File: src/rtl/bcd_pkg.sv
// Shared definitions for the sequential binary-to-BCD converter:
// FSM state encoding, BCD digit geometry and the digit-count helper
// used to reject parameter sets whose result cannot fit in DIGITS digits.
package bcd_pkg;

   localparam int         BCD_DIGIT_W = 4;
   localparam logic [3:0] ADD3_THRESH = 4'd5;

   typedef enum logic [1:0] {
      IDLE  = 2'd0,
      SHIFT = 2'd1,
      DONE  = 2'd2
   } state_t;

   // Number of decimal digits needed to represent 2^bin_w - 1.
   function automatic int bcd_digits_needed(input int bin_w);
      longint unsigned v_val;
      int              v_n;
      v_val = (64'd1 << bin_w) - 64'd1;
      v_n   = 0;
      for (int i = 0; i < 24; i++) begin
         if (v_val != 64'd0) begin
            v_n   = v_n + 1;
            v_val = v_val / 64'd10;
         end
      end
      if (v_n == 0) v_n = 1;
      return v_n;
   endfunction

endpackage

File: src/rtl/bcd_add3_digit.sv
// Double-dabble digit corrector: adds 3 to a BCD digit that is 5 or more,
// so the following left shift carries correctly into the next digit.
module bcd_add3_digit
   import bcd_pkg::*;
(
   input  logic [BCD_DIGIT_W-1:0] i_digit,
   output logic [BCD_DIGIT_W-1:0] o_digit
);

   // Conditional +3 correction
   assign o_digit = (i_digit >= ADD3_THRESH) ? (i_digit + 4'd3) : i_digit;

endmodule

File: src/rtl/bin_to_bcd_seq.sv
// Sequential binary-to-BCD converter (shift-and-add-3, one bit per clock).
// Handshake: a transfer happens on a rising edge where valid && ready are
// both high; the producer holds valid and data stable until that edge and
// the consumer may hold ready low for as long as it needs.
// Optional leading-zero blanking output digit_en is built when the macro
// BIN_TO_BCD_LZB_EN is defined.
module bin_to_bcd_seq
   import bcd_pkg::*;
#(
   parameter int BIN_W  = 8,
   parameter int DIGITS = 3
) (
   input  logic                            clk,
   input  logic                            rst,
   input  logic                            in_valid,
   output logic                            in_ready,
   input  logic [BIN_W-1:0]                bin_in,
   output logic                            out_valid,
   input  logic                            out_ready,
   output logic [BCD_DIGIT_W*DIGITS-1:0]   bcd_out,
`ifdef BIN_TO_BCD_LZB_EN
   output logic [DIGITS-1:0]               digit_en,
`endif
   output logic                            busy
);

   localparam int BCD_W = BCD_DIGIT_W * DIGITS;
   localparam int SR_W  = BCD_W + BIN_W;
   localparam int CNT_W = $clog2(BIN_W + 1);

   // Reject configurations where the largest input would overflow the digits
   if (DIGITS < bcd_digits_needed(BIN_W)) begin : g_bad_params
      $error("bin_to_bcd_seq: DIGITS too small for BIN_W");
   end

   state_t            r_state;
   state_t            w_next_state;
   logic [SR_W-1:0]   r_sr;
   logic [CNT_W-1:0]  r_cnt;
   logic [BCD_W-1:0]  r_bcd;
   logic [BCD_W-1:0]  w_corr_bcd;
   logic [SR_W-1:0]   w_shifted;
   logic              w_accept;
   logic              w_last;

   // One add-3 corrector per BCD digit of the working register
   for (genvar g = 0; g < DIGITS; g++) begin : g_add3
      bcd_add3_digit u_add3 (
         .i_digit (r_sr[BIN_W + g*BCD_DIGIT_W +: BCD_DIGIT_W]),
         .o_digit (w_corr_bcd[g*BCD_DIGIT_W +: BCD_DIGIT_W])
      );
   end

   assign w_shifted = {w_corr_bcd, r_sr[BIN_W-1:0]} << 1;
   assign w_accept  = in_valid && (r_state == IDLE);
   assign w_last    = (r_state == SHIFT) && (r_cnt == CNT_W'(1));

   // FSM state register
   always_ff @(posedge clk or posedge rst) begin
      if (rst) r_state <= IDLE;
      else     r_state <= w_next_state;
   end

   // FSM next-state logic
   always_comb begin
      w_next_state = r_state;
      case (r_state)
         IDLE:    if (in_valid)  w_next_state = SHIFT;
         SHIFT:   if (w_last)    w_next_state = DONE;
         DONE:    if (out_ready) w_next_state = IDLE;
         default:                w_next_state = IDLE;
      endcase
   end

   // FSM outputs decoded from the current state
   always_comb begin
      in_ready  = (r_state == IDLE);
      busy      = (r_state == SHIFT);
      out_valid = (r_state == DONE);
   end

   // Working shift register, bit counter and the result register
   always_ff @(posedge clk or posedge rst) begin
      if (rst) begin
         r_sr  <= '0;
         r_cnt <= '0;
         r_bcd <= '0;
      end else if (w_accept) begin
         r_sr  <= {{BCD_W{1'b0}}, bin_in};
         r_cnt <= CNT_W'(BIN_W);
      end else if (r_state == SHIFT) begin
         r_sr  <= w_shifted;
         r_cnt <= r_cnt - CNT_W'(1);
         if (w_last) r_bcd <= w_shifted[SR_W-1 -: BCD_W];
      end
   end

   assign bcd_out = r_bcd;

`ifdef BIN_TO_BCD_LZB_EN
   logic [DIGITS-1:0] r_digit_en;
   logic [DIGITS-1:0] w_digit_en;

   // Digit k is shown if it or any more significant digit is non-zero
   always_comb begin
      logic v_any;
      v_any      = 1'b0;
      w_digit_en = '0;
      for (int k = DIGITS - 1; k >= 0; k--) begin
         v_any         = v_any | (w_shifted[BIN_W + k*BCD_DIGIT_W +: BCD_DIGIT_W] != 4'd0);
         w_digit_en[k] = v_any;
      end
      w_digit_en[0] = 1'b1;
   end

   // Enable mask is captured together with the result
   always_ff @(posedge clk or posedge rst) begin
      if (rst)         r_digit_en <= DIGITS'(1);
      else if (w_last) r_digit_en <= w_digit_en;
   end

   assign digit_en = r_digit_en;
`endif

endmodule

File: config.mk
export PLATFORM = sky130hd
export DESIGN_NAME = bin_to_bcd_seq
export DESIGN_NICKNAME = d
export VERILOG_FILES = /design/src/rtl/bcd_pkg.sv /design/src/rtl/bcd_add3_digit.sv /design/src/rtl/bin_to_bcd_seq.sv
export SDC_FILE = /design/constraint.sdc
export NUM_CORES = 1
export LEC_CHECK = 0
export CAP_MARGIN = 20
export CORE_MARGIN = 8
export CORE_UTILIZATION = 45
export CTS_BUF_LIST = sky130_fd_sc_hd__clkbuf_8
export CTS_CLUSTER_DIAMETER = 50
export DETAILED_ROUTE_END_ITERATION = 10
export GPL_ROUTABILITY_DRIVEN = 0
export PLACE_DENSITY = 0.68
export SYNTH_ARGS = -nofsm -noshare
export SYNTH_HDL_FRONTEND = slang
export SYNTH_SLANG_ARGS = --single-unit
File: constraint.sdc
create_clock -name clk -period 1.8 [get_ports clk]
set_clock_uncertainty 0.15 [all_clocks]
set_input_delay 0.27 -clock clk [delete_from_list [all_inputs] [get_ports clk]]
set_output_delay 0.27 -clock clk [all_outputs]
set_load 0.005 [all_outputs]
[After elaboration in Yosys (flattened, before gate mapping)]
Cells that the tools add are included.
Cells by class
  shifts and indexed selects: 0
  magnitude comparators: 3
  div/mod/pow operators: 0
  bitwise gates (word level): 1
  reductions and logical operators: 6
  add/sub/neg operators: 4
  eq/ne operators: 6
  muxes and demuxes: 11
  multipliers: 0
Operators by type and width (count)
  2-to-1 mux 20 bit: 2
  2-to-1 mux 4 bit: 4
  greater-or-equal comparator 4 x 3 -> 1 bit (second input constant): 3
  adder 4 x 2 -> 4 bit (second input constant): 2
  2-to-1 mux 2 bit: 3
  case mux 2 bit (3 select lines): 1
  AND reduction 3 bit: 2
  == test 4 x 1 -> 1 bit (second input constant): 1
  != test 2 x 1 -> 1 bit (second input constant): 2
  subtractor 4 x 1 -> 4 bit (second input constant): 1
  adder 3 x 2 -> 3 bit (second input constant): 1
  2-to-1 mux 3 bit: 1
  == test 2 x 1 -> 1 bit (second input constant): 1
  == test 2 bit (second input constant): 1
  logical AND 1 bit: 2
  logical NOT 2 bit: 1
  != test 2 bit (second input constant): 1
  nonzero test 2 bit: 1
  NOT 1 bit: 1
Word-level totals
  word-level logic and storage cells: 35
  RAM bits: 0
  register bits: 38
  output and inout bits: 15
  input bits: 12
  memory bits (read-only): 0
  latch bits: 0
  memories kept: 0

[Logic depth before layout (Yosys ltp)]
  depth in word-level cells: 4
  mapped depth: 8
  depth with buffers taken out: 6

[Modules after synthesis]
A second synthesis with hierarchy kept.
Second synthesis, totals
  cell total of the unflattened synthesis: 177
  area total of the unflattened synthesis: 1946.9 um^2
Modules (own cells, without submodules)
  bin_to_bcd_seq: instances 1, cells each 129, sequential area each 950.9 um^2, area an instance 1642.8 um^2
  bcd_add3_digit: instances 3, cells each 16, sequential area each 0.0 um^2, area an instance 101.3 um^2

[Least setup slack after synthesis]
OpenSTA, ideal clock, no wires.
  kind: register -> register
  start: register r_sr[12]
  end: register r_bcd[6] (netlist: bcd_out[6])
  clock period less this slack: 1659 ps
  setup slack: 141 ps
  arrival: 1427 ps
  buffers on the path: 0
  required time: 1567 ps
  cell stages (with the launch flop): 7
  cells stage by stage: dfrtp_1 > inv_1 > ha_1 > nand2b_1 > a21oi_1 > mux2_2 > o21ai_0
Between the ends
  cells in the longest elaborated chain, start to end: 2
  elaborated cells between the ends (all ways): 3
RTL lines
  start, declared: line bin_to_bcd_seq.sv:38  | logic [SR_W-1:0] r_sr;
  start signal, assigned: line bin_to_bcd_seq.sv:89  | r_sr <= {{BCD_W{1'b0}}, bin_in};
  start signal, assigned: line bin_to_bcd_seq.sv:92  | r_sr <= w_shifted;
  adder 4 x 2 -> 4 bit or greater-or-equal comparator 4 x 3 -> 1 bit (tied branches): line bcd_add3_digit.sv:11  | assign o_digit = (i_digit >= ADD3_THRESH) ? (i_digit + 4'd3) : i_digit;
  2-to-1 mux 4 bit *: line bcd_add3_digit.sv:11
  end signal, assigned: line bin_to_bcd_seq.sv:94  | if (w_last) r_bcd <= w_shifted[SR_W-1 -: BCD_W];
  end, declared: line bin_to_bcd_seq.sv:40  | logic [BCD_W-1:0] r_bcd;
Every way passes the cells marked *; elsewhere a longest branch is shown, timed or not.
A chain may end at the register's enable or synchronous reset.

[Final worst setup path]
  start: register r_sr[16]
  end: register r_bcd[10] (netlist: bcd_out[10])
Between the ends
  cells in the longest elaborated chain, start to end: 2
  elaborated cells between the ends (all ways): 3
RTL lines (line)
  greater-or-equal comparator 4 x 3 -> 1 bit or adder 3 x 2 -> 3 bit (tied branches): bcd_add3_digit.sv:11
  2-to-1 mux 3 bit *: bcd_add3_digit.sv:11
Marks and branches as above.

==> results.tsv <==
metric	value	unit
status	complete, no violations	
synthesis.area	1860	um^2
synth_edf_count	0	
reg2regPathDepth	6	
cts_buffer_depth	2	
row_count	23	
rsz0062_at_grt	false	
cp_slowest_cell	dfrtp_1	
drive_above_1_share	0.197	
rr_startpoint	r_sr[16]	
grt_usage	0.142	
power_frac_comb	0.501	
synth_ff_type	dfrtp_1	
powerDensity	1790	nW/um^2
dr_total_vias	1434	
use_met1	0.167	
max_stage_delay	0.42	ns
fin_crit_sh	0.949	
met2_usage	0.237	
ctsRootBufferMaster	clkbuf_8	
ios	27	
switching_share	0.383	
firstDrtPassIters	4	
finalMaxSlewViolations	0	
vdd_drop_max	1.05	mV
die_x	80.2	um
synth_fp_nets	208	
crit_family	flip-flops	
setup.worst_path.start	r_sr[16]	
antenna_left	0	
clk_latency	0.29	ns
grt_pass1_vias	1507	
min_path_type	in -> async	
grt_pass1_wl	7.09	mm
fillers	316	
setup_violations	0	
tritoncts	done	
drt-total-wl	4.29	mm
synth_seq_cells	38	
top_usage_layer	met2	
holdWs	0.192	ns
drt-initial-drc-count	73	
reg2reg_slack	0.09	ns
htreeDepth	2	
maxCapViolations	0	
hold_viol	0	
synthTopCellsByArea	dfrtp_1, o21ai_0, nand2_1, ha_1, mux2_2	
worstSetupStartpointType	flip-flop	
yosys.area.top_type	dfrtp_1	
slew_headroom	0.807	
worst_pin_slew	0.288	ns
die-area	6440	um^2
port_buffers	26	
die_h	80.2	um
cp_num_buf_inv	1	
overflow	0	
worstPathMaxFanout	4	
grt_max_degree	39	
endpoint_kind	flip-flop	
synthTopCellsByCount	dfrtp_1, nand2_1, o21ai_0, inv_1, a21oi_1	
crit_arrival	1.77	ns
grt_antenna_before_repair	0	
critical_path_required	1.86	ns
async_reset_ff_frac	1.00	
leakage	1.09	nW
post_drt_wl_per_cell	15.4	um
cts_hold_repair.buffers	0	
fmax	0.585	GHz
setup.worst_path.end	bcd_out[10]	
p_switching	1.64	mW
reg2reg_to	bcd_out[10]	
finalPower	4.28	mW
p_seq_frac	0.359	
cts_buffers	5	
nets	248	
viasPerCell	5.14	
min_period	1.71	ns
netlist_instances	188	
cp.depth	6	
area_growth	28.8	%
synth.most_common_cell	dfrtp_1	
path_class	reg -> reg	
cts.sinks	38	
synthDistinctLibCells	27	
crit_chain	inv_1, ha_2, nand2b_1, a21oi_2, mux2_2, o21ai_0	
start_util	0.464	
final_core_util	0.598	
syn_area_per_cell	9.88	um^2
drc	0	
clockPowerShare	0.140	
p_int	2.64	mW
diodes	0	
use_met3	0.0458	
synth-warning-count	0	
core	4000	um^2
ys_seq_area_frac	0.512	
dp_hpwl	3.00	mm
synth_top_cell_area_share	0.512	
clkTransAtPathRegs	0.08	ns
[how the worst min path moves through the flow]
stage          startpoint    endpoint  slack (ns)  cells past startpoint
2_1_floorplan   out_ready  r_state[1]        0.23                      1
3_3_place_gp   bcd_out[3]  bcd_out[3]        0.31                      2
3_5_place_dp      r_sr[4]     r_sr[4]        0.32                      2
4_1_cts               rst     r_sr[6]        0.20                      3
5_1_grt               rst  bcd_out[2]        0.20                      3
6_report              rst    r_sr[10]        0.19                      3
[flip-flops by register name, summed over array words and instances, names as in the netlist]
signal   cells
r_cnt        4
r_sr        20
r_state      2
bcd_out     12
[cell type report]
| type | instances | area [um^2] | area share |
|---|---|---|---|
| sequential | 38 | 953 | 0.399 |
| multi-input combinational | 129 | 841 | 0.352 |
| timing repair buffer | 42 | 393 | 0.164 |
| clock buffer | 6 | 82.6 | 0.0345 |
| tap | 50 | 62.6 | 0.0262 |
| inverter | 12 | 50.0 | 0.0209 |
| clock inverter | 2 | 8.76 | 0.00366 |
[kinds of logic (layout without fill, tap and decap cells)]
logic type,count (synthesis),after routing,share of synthesized area
AOI/OAI and AO/OA,56,56,0.170
xor gates and xnor gates,3,3,0.0142
adders and majority gates,8,8,0.0539
buffers and inverters,21,62,0.0600
DFF,38,38,0.512
muxes,7,7,0.0438
and+or+nand+nor,55,55,0.146
[cells in the final DEF (no fill, tap or decap), drive strengths merged]
cell type	n
ha	8
nor2b	1
mux2	6
nor2	5
xnor2	3
buf	16
mux2i	1
o22ai	1
clkinv	1
nor3b	5
nand2b	7
dlymetal6s2s	1
clkbuf	6
o21bai	1
a22o	4
nor3	1
dlygate4sd2	2
a21oi	10
dfrtp	38
o21ai	33
nand2	35
a22oi	7
nand3b	1
inv	13
clkdlybuf4s50	23
[worst min-delay path: stages]
cell and delay (ns):
clkdlybuf4s50_1 0.40, inv_1 0.10, buf_12 0.23
[per-stage QoR]
step	setup slack (ns)	setup TNS (ns)	area [um^2]	std cells
global route	0.00452	0	2390	279
finish	0.0911	0	2390	279
floorplan	0.141	0	1860	188
CTS	0.00682	0	2340	278
detailed placement	-0.0860	-0.198	2210	265
global placement	0.0776	0	2210	265
[per-layer routing]
metal	vias up	share of wire
met5	-	0
met1	675	0.43
li1	711	-
met2	41	0.50
met3	7	0.052
met4	0	0.012
[timing repair]
item / in CTS / in global routing
cloned: 0 / 0
resized for setup: 7 / 18
setup buffers: 5 / 1
setup endpoints to repair: 7 / 11
pin swaps: 1 / 2
[power groups by stage]
stage / clock (mW) / sequential, mW / combinational (mW)
floorplan: 0 / 1.46 / 1.26
global placement: 0 / 1.52 / 1.78
detailed placement: 0 / 1.55 / 1.88
CTS: 0.622 / 1.52 / 2.00
global route: 0.650 / 1.58 / 2.41
finish: 0.601 / 1.54 / 2.14
Note: power is estimated with default switching activity, not from simulation.
